`config.mk`:
```
export PLATFORM = sky130hd
export DESIGN_NAME = core_rst_sequencer
export DESIGN_NICKNAME = d
export VERILOG_FILES = /design/src/rtl/core_rst_seq_pkg.sv /design/src/rtl/rst_sw_debouncer.sv /design/src/rtl/core_rst_sequencer.sv
export SDC_FILE = /design/constraint.sdc
export NUM_CORES = 1
export LEC_CHECK = 0
export ABC_CLOCK_PERIOD_IN_PS = 1200
export CORE_MARGIN = 2
export CORE_UTILIZATION = 54
export DETAILED_ROUTE_END_ITERATION = 10
export PLACE_DENSITY = 0.84
export SLEW_MARGIN = 20
export SYNTH_ARGS = -nofsm -noshare
export SYNTH_HDL_FRONTEND = slang
export SYNTH_HIERARCHICAL = 1
export SYNTH_SLANG_ARGS = --single-unit
```
`constraint.sdc`:
```
create_clock -name clk_core_slow_i -period 1.2 [get_ports clk_core_slow_i]
set_clock_uncertainty 0.05 [all_clocks]
set_input_delay 0.24 -clock clk_core_slow_i [delete_from_list [all_inputs] [get_ports clk_core_slow_i]]
set_output_delay 0.24 -clock clk_core_slow_i [all_outputs]
set_load 0.05 [all_outputs]
```
`src/rtl/core_rst_seq_pkg.sv`:
```
// Shared types and constants for the core reset sequencer.
// Optional lock-loss glitch filter is enabled by defining RST_SEQ_LOCK_FILTER_EN.
package core_rst_seq_pkg;

   typedef enum logic [1:0] {
      WAIT_LOCK = 2'b00,
      HOLD      = 2'b01,
      RUN       = 2'b10
   } rst_seq_state_e;

   localparam int LOCK_FILTER_LEN = 4;
   localparam int SYNC_STAGES     = 2;

endpackage

```
`src/rtl/rst_sw_debouncer.sv`:
```
// Board reset switch conditioner: 2-FF synchronizer followed by a stability counter
// that moves the output level only after DEBOUNCE_CYCLES consecutive differing samples.
module rst_sw_debouncer
   import core_rst_seq_pkg::*;
#(
   parameter int DEBOUNCE_CYCLES = 1024
) (
   input  logic i_clk,
   input  logic i_rst_n,
   input  logic i_sw,
   output logic o_sw_db
);

   localparam int             CW   = (DEBOUNCE_CYCLES > 1) ? $clog2(DEBOUNCE_CYCLES) : 1;
   localparam logic [CW-1:0]  LAST = CW'(DEBOUNCE_CYCLES - 1);

   logic [SYNC_STAGES-1:0] r_sync;
   logic                   r_db;
   logic [CW-1:0]          r_cnt;
   logic                   w_sw_s;

   assign w_sw_s  = r_sync[SYNC_STAGES-1];
   assign o_sw_db = r_db;

   always_ff @(posedge i_clk or negedge i_rst_n) begin
      if (!i_rst_n) r_sync <= '0;
      else          r_sync <= {r_sync[SYNC_STAGES-2:0], i_sw};
   end

   // Any sample agreeing with the current level restarts the stability window.
   always_ff @(posedge i_clk or negedge i_rst_n) begin
      if (!i_rst_n) begin
         r_db  <= 1'b0;
         r_cnt <= '0;
      end else if (w_sw_s == r_db) begin
         r_cnt <= '0;
      end else if (r_cnt == LAST) begin
         r_db  <= w_sw_s;
         r_cnt <= '0;
      end else begin
         r_cnt <= r_cnt + CW'(1);
      end
   end

endmodule

```
`src/rtl/core_rst_sequencer.sv`:
```
// Core reset sequencer: gates core reset on MMCM lock and debounced switch, counts re-assertions.
// Define RST_SEQ_LOCK_FILTER_EN to ignore lock glitches shorter than LOCK_FILTER_LEN cycles.
module core_rst_sequencer
   import core_rst_seq_pkg::*;
#(
   parameter int HOLD_CYCLES     = 16,
   parameter int DEBOUNCE_CYCLES = 1024,
   parameter int CNT_W           = 8
) (
   input  logic             clk_core_slow_i,
   input  logic             rst_n_i,
   input  logic             mmcm_locked_i,
   input  logic             rst_sw_i,
   output logic             rst_core_o,
   output logic             core_ready_o,
   output logic [CNT_W-1:0] rst_event_cnt_o,
   output logic [1:0]       state_o
);

   localparam int                HOLD_W    = (HOLD_CYCLES > 1) ? $clog2(HOLD_CYCLES) : 1;
   localparam logic [HOLD_W-1:0] HOLD_LAST = HOLD_W'(HOLD_CYCLES - 1);

   logic [SYNC_STAGES-1:0] r_rst_sync;
   logic [SYNC_STAGES-1:0] r_lock_sync;
   logic                   w_rst_n;
   logic                   w_lock_sync;
   logic                   w_lock_lost;
   logic                   w_sw_db;

   rst_seq_state_e    r_state;
   rst_seq_state_e    w_state_nxt;
   logic [HOLD_W-1:0] r_hold_cnt;
   logic [HOLD_W-1:0] w_hold_nxt;
   logic [CNT_W-1:0]  r_evt_cnt;
   logic              w_event;
   logic              r_rst_core;

   // Internal reset asserts with rst_n_i and releases on the second clock after it.
   always_ff @(posedge clk_core_slow_i or negedge rst_n_i) begin
      if (!rst_n_i) r_rst_sync <= '0;
      else          r_rst_sync <= {r_rst_sync[SYNC_STAGES-2:0], 1'b1};
   end
   assign w_rst_n = r_rst_sync[SYNC_STAGES-1];

   always_ff @(posedge clk_core_slow_i or negedge rst_n_i) begin
      if (!rst_n_i) r_lock_sync <= '0;
      else          r_lock_sync <= {r_lock_sync[SYNC_STAGES-2:0], mmcm_locked_i};
   end
   assign w_lock_sync = r_lock_sync[SYNC_STAGES-1];

`ifdef RST_SEQ_LOCK_FILTER_EN
   localparam int            LF_W    = $clog2(LOCK_FILTER_LEN);
   localparam logic [LF_W-1:0] LF_LAST = LF_W'(LOCK_FILTER_LEN - 1);

   logic [LF_W-1:0] r_low_cnt;

   always_ff @(posedge clk_core_slow_i or negedge w_rst_n) begin
      if (!w_rst_n)                r_low_cnt <= '0;
      else if (w_lock_sync)        r_low_cnt <= '0;
      else if (r_low_cnt != LF_LAST) r_low_cnt <= r_low_cnt + LF_W'(1);
   end

   // The current low sample plus LOCK_FILTER_LEN-1 earlier ones make a real loss.
   assign w_lock_lost = !w_lock_sync && (r_low_cnt == LF_LAST);
`else
   assign w_lock_lost = !w_lock_sync;
`endif

   rst_sw_debouncer #(
      .DEBOUNCE_CYCLES (DEBOUNCE_CYCLES)
   ) u_sw_db (
      .i_clk   (clk_core_slow_i),
      .i_rst_n (w_rst_n),
      .i_sw    (rst_sw_i),
      .o_sw_db (w_sw_db)
   );

   always_comb begin
      w_state_nxt = r_state;
      w_hold_nxt  = r_hold_cnt;
      w_event     = 1'b0;
      case (r_state)
         WAIT_LOCK: begin
            if (w_lock_sync) begin
               w_state_nxt = HOLD;
               w_hold_nxt  = '0;
            end
         end
         HOLD: begin
            if (w_lock_lost) begin
               w_state_nxt = WAIT_LOCK;
               w_hold_nxt  = '0;
            end else if (w_sw_db) begin
               w_hold_nxt  = '0;
            end else if (r_hold_cnt == HOLD_LAST) begin
               w_state_nxt = RUN;
               w_hold_nxt  = '0;
            end else begin
               w_hold_nxt  = r_hold_cnt + HOLD_W'(1);
            end
         end
         RUN: begin
            // Simultaneous lock loss and switch press is a single event.
            if (w_lock_lost || w_sw_db) begin
               w_state_nxt = HOLD;
               w_hold_nxt  = '0;
               w_event     = 1'b1;
            end
         end
         default: begin
            w_state_nxt = WAIT_LOCK;
            w_hold_nxt  = '0;
         end
      endcase
   end

   always_ff @(posedge clk_core_slow_i or negedge w_rst_n) begin
      if (!w_rst_n) begin
         r_state    <= WAIT_LOCK;
         r_hold_cnt <= '0;
         r_evt_cnt  <= '0;
         r_rst_core <= 1'b1;
      end else begin
         r_state    <= w_state_nxt;
         r_hold_cnt <= w_hold_nxt;
         r_rst_core <= (w_state_nxt != RUN);
         if (w_event && (r_evt_cnt != '1)) r_evt_cnt <= r_evt_cnt + CNT_W'(1);
      end
   end

   assign rst_core_o      = r_rst_core;
   assign core_ready_o    = (r_state == RUN);
   assign rst_event_cnt_o = r_evt_cnt;
   assign state_o         = r_state;

endmodule
```
==> results of run 1 <==
-- through the flow --
step / setup TNS, ns / utilization [%] / worst slack [ns] / std cells
after floorplan: -3.71 / - / -0.400 / 125
after global placement: -2.13 / 82.7 / -0.178 / 203
after detailed placement: -3.46 / 82.7 / -0.232 / 203
after CTS: -5.83 / 95.0 / -0.331 / 223
-- synth_stat cells --
| master | number |
|---|---|
| a21oi_1 | 7 |
| xnor2_1 | 4 |
| o31ai_2 | 1 |
| o211a_1 | 1 |
| nand3_4 | 1 |
| inv_1 | 5 |
| xor2_1 | 8 |
| nand3_1 | 5 |
| nand3_2 | 1 |
| mux2_1 | 2 |
| nand2_1 | 7 |
| or4_1 | 2 |
| nor2b_1 | 1 |
| and2b_4 | 1 |
| a21o_1 | 2 |
| nor3_1 | 3 |
| nand2b_1 | 1 |
| nand4_1 | 4 |
| o31ai_1 | 1 |
| o211ai_1 | 1 |
| nand3b_1 | 2 |
| a311oi_1 | 1 |
| conb_1 | 1 |
| dfrtp_1 | 31 |
| or3_1 | 3 |
| dfstp_2 | 1 |
| o21ai_0 | 9 |
| nand4bb_1 | 1 |
| o211ai_4 | 1 |
| or2_2 | 1 |
| ha_1 | 3 |
| nor4_4 | 1 |
| a22o_1 | 1 |
| nor3b_1 | 1 |
| nor2_1 | 10 |
-- logic make-up after synthesis --
logic type / count (synthesis)
AOI/OAI and AO/OA: 25
adders and majority gates: 3
muxes: 2
buffers and inverters: 5
and+or+nand+nor: 45
xor gates and xnor gates: 12
other: 1
DFF: 32
-- timing repair --
item,CTS
setup endpoints to repair,36
buffers inserted,12
pin swaps,9
gates cloned,0
resized for setup,36
endpoints found under the hold margin,0
==> results by group, run 1 <==
Floorplanning
  • Die height: between 50 and 60 µm
  • Starting density of the core: ~57%
  • DIE WIDTH: between 50 and 60 µm
  • Ports: 16
  • Row count: 18

STA
  • Worst-path end type: top-level output
  • GR repair worst EP: core_ready_o

Synth
  • Syn avg cell area: 11.5 µm²
  • Synthesized area: between 1000 and 1500 µm²
  • Xor/xnor share of the synthesized area: between 7 and 8%
  • Multiplexer area fraction after synthesis: under 10%
  • Post-synthesis compound-gate area fraction: around an eighth
  • Cell variety after synth: 35
  • Synth top area cells: dfrtp_1 (54%), xor2_1 (4.9%), o21ai_0 (3.1%)
  • Largest family of logic cells by synthesized area: simple AND/OR/NAND/NOR gates
  • FF+latch count, synth: 32
  • Leading area contributor after synthesis: dfrtp_1
  • Synth Instances: 125
  • Sequential area share after synthesis: between 50% and 60%
  • Post-Synth Adder-Cell Area: ~2.6%
  • Post-Synth Simple-Gate Area: approximately a fifth
  • Area share of the largest cell type after synthesis: 54.1%
  • Post-Syn Nets: about 130
  • Syn. warnings: 6

Run status
  • Status: did not finish
  • Tool Error: [ERROR DPL-0038] Utilization greater than 100%, impossible to legalize
  • Stop stage: global routing (5_1_grt)

Clock network
  • H-tree depth: 2
  • Clock sinks: 32
  • Cts hold-fix bufs: 0
  • CTS Buf Count: 5
  • Root Driver: clkbuf_4
  • Max clock buf depth: 2

Place
  • Area of placed instances: 2070 µm²
  • IO buf count: 15
  • DP HPWL: 2760 µm
  • Routability cong.: 0.817

GRT
  • Largest net degree at the start of global routing: 29
==> run 2: changes to the inputs <==
- CORE_AREA: unset -> 2 2 63 65
- CORE_MARGIN: 2 -> unset
- CORE_UTILIZATION: 54 -> unset
- DIE_AREA: unset -> 0 0 65 67
- PLACE_DENSITY: 0.84 -> unset
- PLACE_DENSITY_LB_ADDON: unset -> 0.15
==> results by group, run 2 <==
Run status
  • Status: finished with violations
  • Failing checks: negative setup slack

Place
  • IO buf count: 15
  • Routability cong.: between 0.7 and 0.8
  • DP HPWL: 2300 µm
  • Placed Cells: around 220
  • Place WS: -0.218 ns

Synth
  • Sequential area share after synthesis: a little under three fifths
  • Synth Instances: 125
  • FF+latch count, synth: 32
  • Synthesized area: approximately 1400 µm²
  • Area share of the largest cell type after synthesis: 54.1%
  • Most frequent cell after synthesis: dfrtp_1
  • Post-Syn Nets: about 130
  • Leading area contributor after synthesis: dfrtp_1
  • Syn avg cell area: roughly 11 µm²
  • Top_reg_cell synth: dfrtp_1
  • Cell variety after synth: 35
  • Asr flop ratio synth: between 90% and 100%
  • Post-synth EDFFs: 0
  • Synth top area cells: dfrtp_1 (54%), xor2_1 (4.9%), o21ai_0 (3.1%)
  • Syn. warnings: 6
  • Most frequent cells after synthesis: dfrtp_1 (31), nor2_1 (10), o21ai_0 (9), xor2_1 (8)

Worst setup path
  • Critical path class: reg -> reg
  • Worst setup SP type: flop
  • Worst path cell trace: ha_4 > nand3_4 > o211ai_4 > buf_4 > nor2_2 > xor2_1
  • Crit-path leading delay family: flip-flops
  • Critical Path AT: ~1.6 ns
  • Critical path's slowest cell: dfrtp_2
  • CP peak stage delay: 0.39 ns
  • Buf/Inv on CP: 1
  • Critical path capture point type: flop
  • WP data required: roughly 1.3 ns
  • CP max FO: 8

Clock network
  • Cts hold-fix bufs: 0
  • CTS Buf Count: 5
  • Clk pin slew, worst setup/hold paths: around 0.06 ns
  • TritonCTS clock tree: done
  • Root Driver: clkbuf_8
  • H-tree depth: 2
  • Clock sinks: 32
  • Clk_lat worst skew: 0.28 ns
  • Max clock buf depth: 2

STA
  • Post-route clock period utilization: 122%
  • Slew Limit Fails: 0
  • Final Hold Fails: 0
  • Tmin final: ~1.5 ns
  • FMAX: between 0.6 and 0.7 GHz
  • Final WS setup: -0.267 ns
  • Final setup viols: 34
  • RSZ-0062 raised after global routing: true

Detailed routing
  • WL final: between 3000 and 4000 µm
  • Routed wire per std cell: 13.7 µm
  • DR DRC count: 0
  • Drt pass-1 iters: 4
  • Vias: around 1200
  • Final ANT Viol Nets: 0
  • Post-DR vias/cell: slightly below 5
  • Initial drt markers: 52

Layout
  • Biggest register: u_sw_db/r_cnt
  • Share of layout cells above drive strength 1: 58.7%
  • P&R area growth vs syn: 73.6%
  • Most common cell after layout, fill and taps aside: buf_4
  • Layout Cells excl Fill: 244
  • Most frequent cells in the layout: buf_4 (32), dfrtp_1 (18), buf_6 (16)
  • Final #Nets: 203
  • Largest register FFs: 10
  • Diodes inserted: 0

Power and ir drop
  • Reg power frac: a little over half
  • Power Internal: between 1.5 and 2 mW
  • Logic pwr share: ~8.6%
  • Clock share of power: between 30% and 40%
  • LEAKAGE: 1.13 nW
  • Cell Pwr Density: 835 nW/µm²
  • Max VDD drop: about 0.6 mV
  • Switching power: about 0.49 mW
  • Total power: approximately 2.1 mW
  • Net Sw Frac: a little under a quarter

Flow run
  • Max-cap violations: 0

GRT
  • Largest net degree at the start of global routing: 29
  • Vias in the first global route: ~1300
  • Initial antenna violation count: 0
  • GRT Util Overall: 17.8%
  • Global-route wire length before repair: about 5700 µm
  • Congestion Overflow GR: 0

Floorplanning
  • Core footprint: roughly 3600 µm²
  • Die height: 67 µm
  • Starting density of the core: between 30 and 40%
  • Die ar.: roughly 4400 µm²
  • Row count: 22
  • Ports: 16
  • DIE WIDTH: between 60 and 70 µm

Worst hold path
  • Hold Crit Class: in -> async
[run 2: cell counts after synthesis]
Identical to the previous run, type by type.
[run 2: cells by family (layout without fill, tap and decap cells)]
kind of cell               Yosys count  count (layout)  synth area share (%)
adders and majority gates            3               3                  2.62
AOI/OAI and AO/OA                   25              25                  11.9
xor gates and xnor gates            12              12                  7.32
other                                1               1                 0.261
and+or+nand+nor                     45              45                  19.1
buffers and inverters                5              76                  1.31
DFF                                 32              32                  55.9
muxes                                2               2                  1.57
[run 2: worst paths after layout]
path,from,endpoint,slack [ns],cells past startpoint
min reg2reg,r_rst_sync[1],r_hold_cnt[2],0.16,1
max,rst_event_cnt_o[1],rst_event_cnt_o[4],-0.27,6
max in group asynchronous,r_rst_sync[1],rst_core_o,0.70,1
max reg2reg,rst_event_cnt_o[1],rst_event_cnt_o[4],-0.27,6
min in group clk_core_slow_i,r_lock_sync[0],r_lock_sync[1],0.30,0
min,rst_n_i,r_rst_sync[0],0.10,1
[run 2: repair_timing]
action	CTS	global route
gates resized for setup	36	21
setup buffers	11	10
pin swaps	16	14
setup endpoints to repair	34	37
[run 2: worst reg2reg max path: stages (launching register included)]
cell and delay [ns]:
dfrtp_2 0.39, ha_4 0.16, nand3_4 0.07, o211ai_4 0.33, buf_4 0.18, nor2_2 0.03
xor2_1 0.14
[run 2: final cells by class]
type / instances / area (µm²)
clock buffer: 6 / 72.6
timing repair buffer: 64 / 711
sequential: 32 / 818
fill: 253 / 1110
clock inverter: 1 / 5.00
multi-input combinational: 88 / 806
tap: 48 / 60.1
inverter: 5 / 18.8
[run 2: metal layers]
| metal | routed length, µm | share of wire, % | track usage [%] | vias up |
|---|---|---|---|---|
| li1 | - | - | - | 581 |
| met2 | 1790 | 54 | 33.5 | 19 |
| met1 | 1360 | 41 | 18.1 | 605 |
| met3 | 117 | 3.5 | 4.05 | 6 |
| met5 | 0 | 0 | 0 | - |
| met4 | 66 | 2.0 | 9.57 | 0 |
[run 2: metrics by stage]
stage	hold slack [ns]	utilization, %	setup TNS [ns]	cell area (µm²)
3_5_place_dp	0.170	58.5	-2.90	2110
6_report	0.101	69.1	-4.29	2490
2_1_floorplan	-0.106	-	-3.71	1510
4_1_cts	0.101	66.7	-4.45	2410
3_3_place_gp	0.168	58.5	-2.19	2110
5_1_grt	0.118	69.1	-5.71	2490
[run 2: power by group through the flow]
| stage | Combinational (mW) | Clock [mW] | Sequential (mW) |
|---|---|---|---|
| finish | 0.179 | 0.773 | 1.13 |
| global route | 0.195 | 0.839 | 1.13 |
| CTS | 0.180 | 0.794 | 1.13 |
| detailed placement | 0.151 | 0 | 1.15 |
| global placement | 0.143 | 0 | 1.14 |
| floorplan | 0.0504 | 0 | 1.17 |
Power figures use the tool's default switching activity.
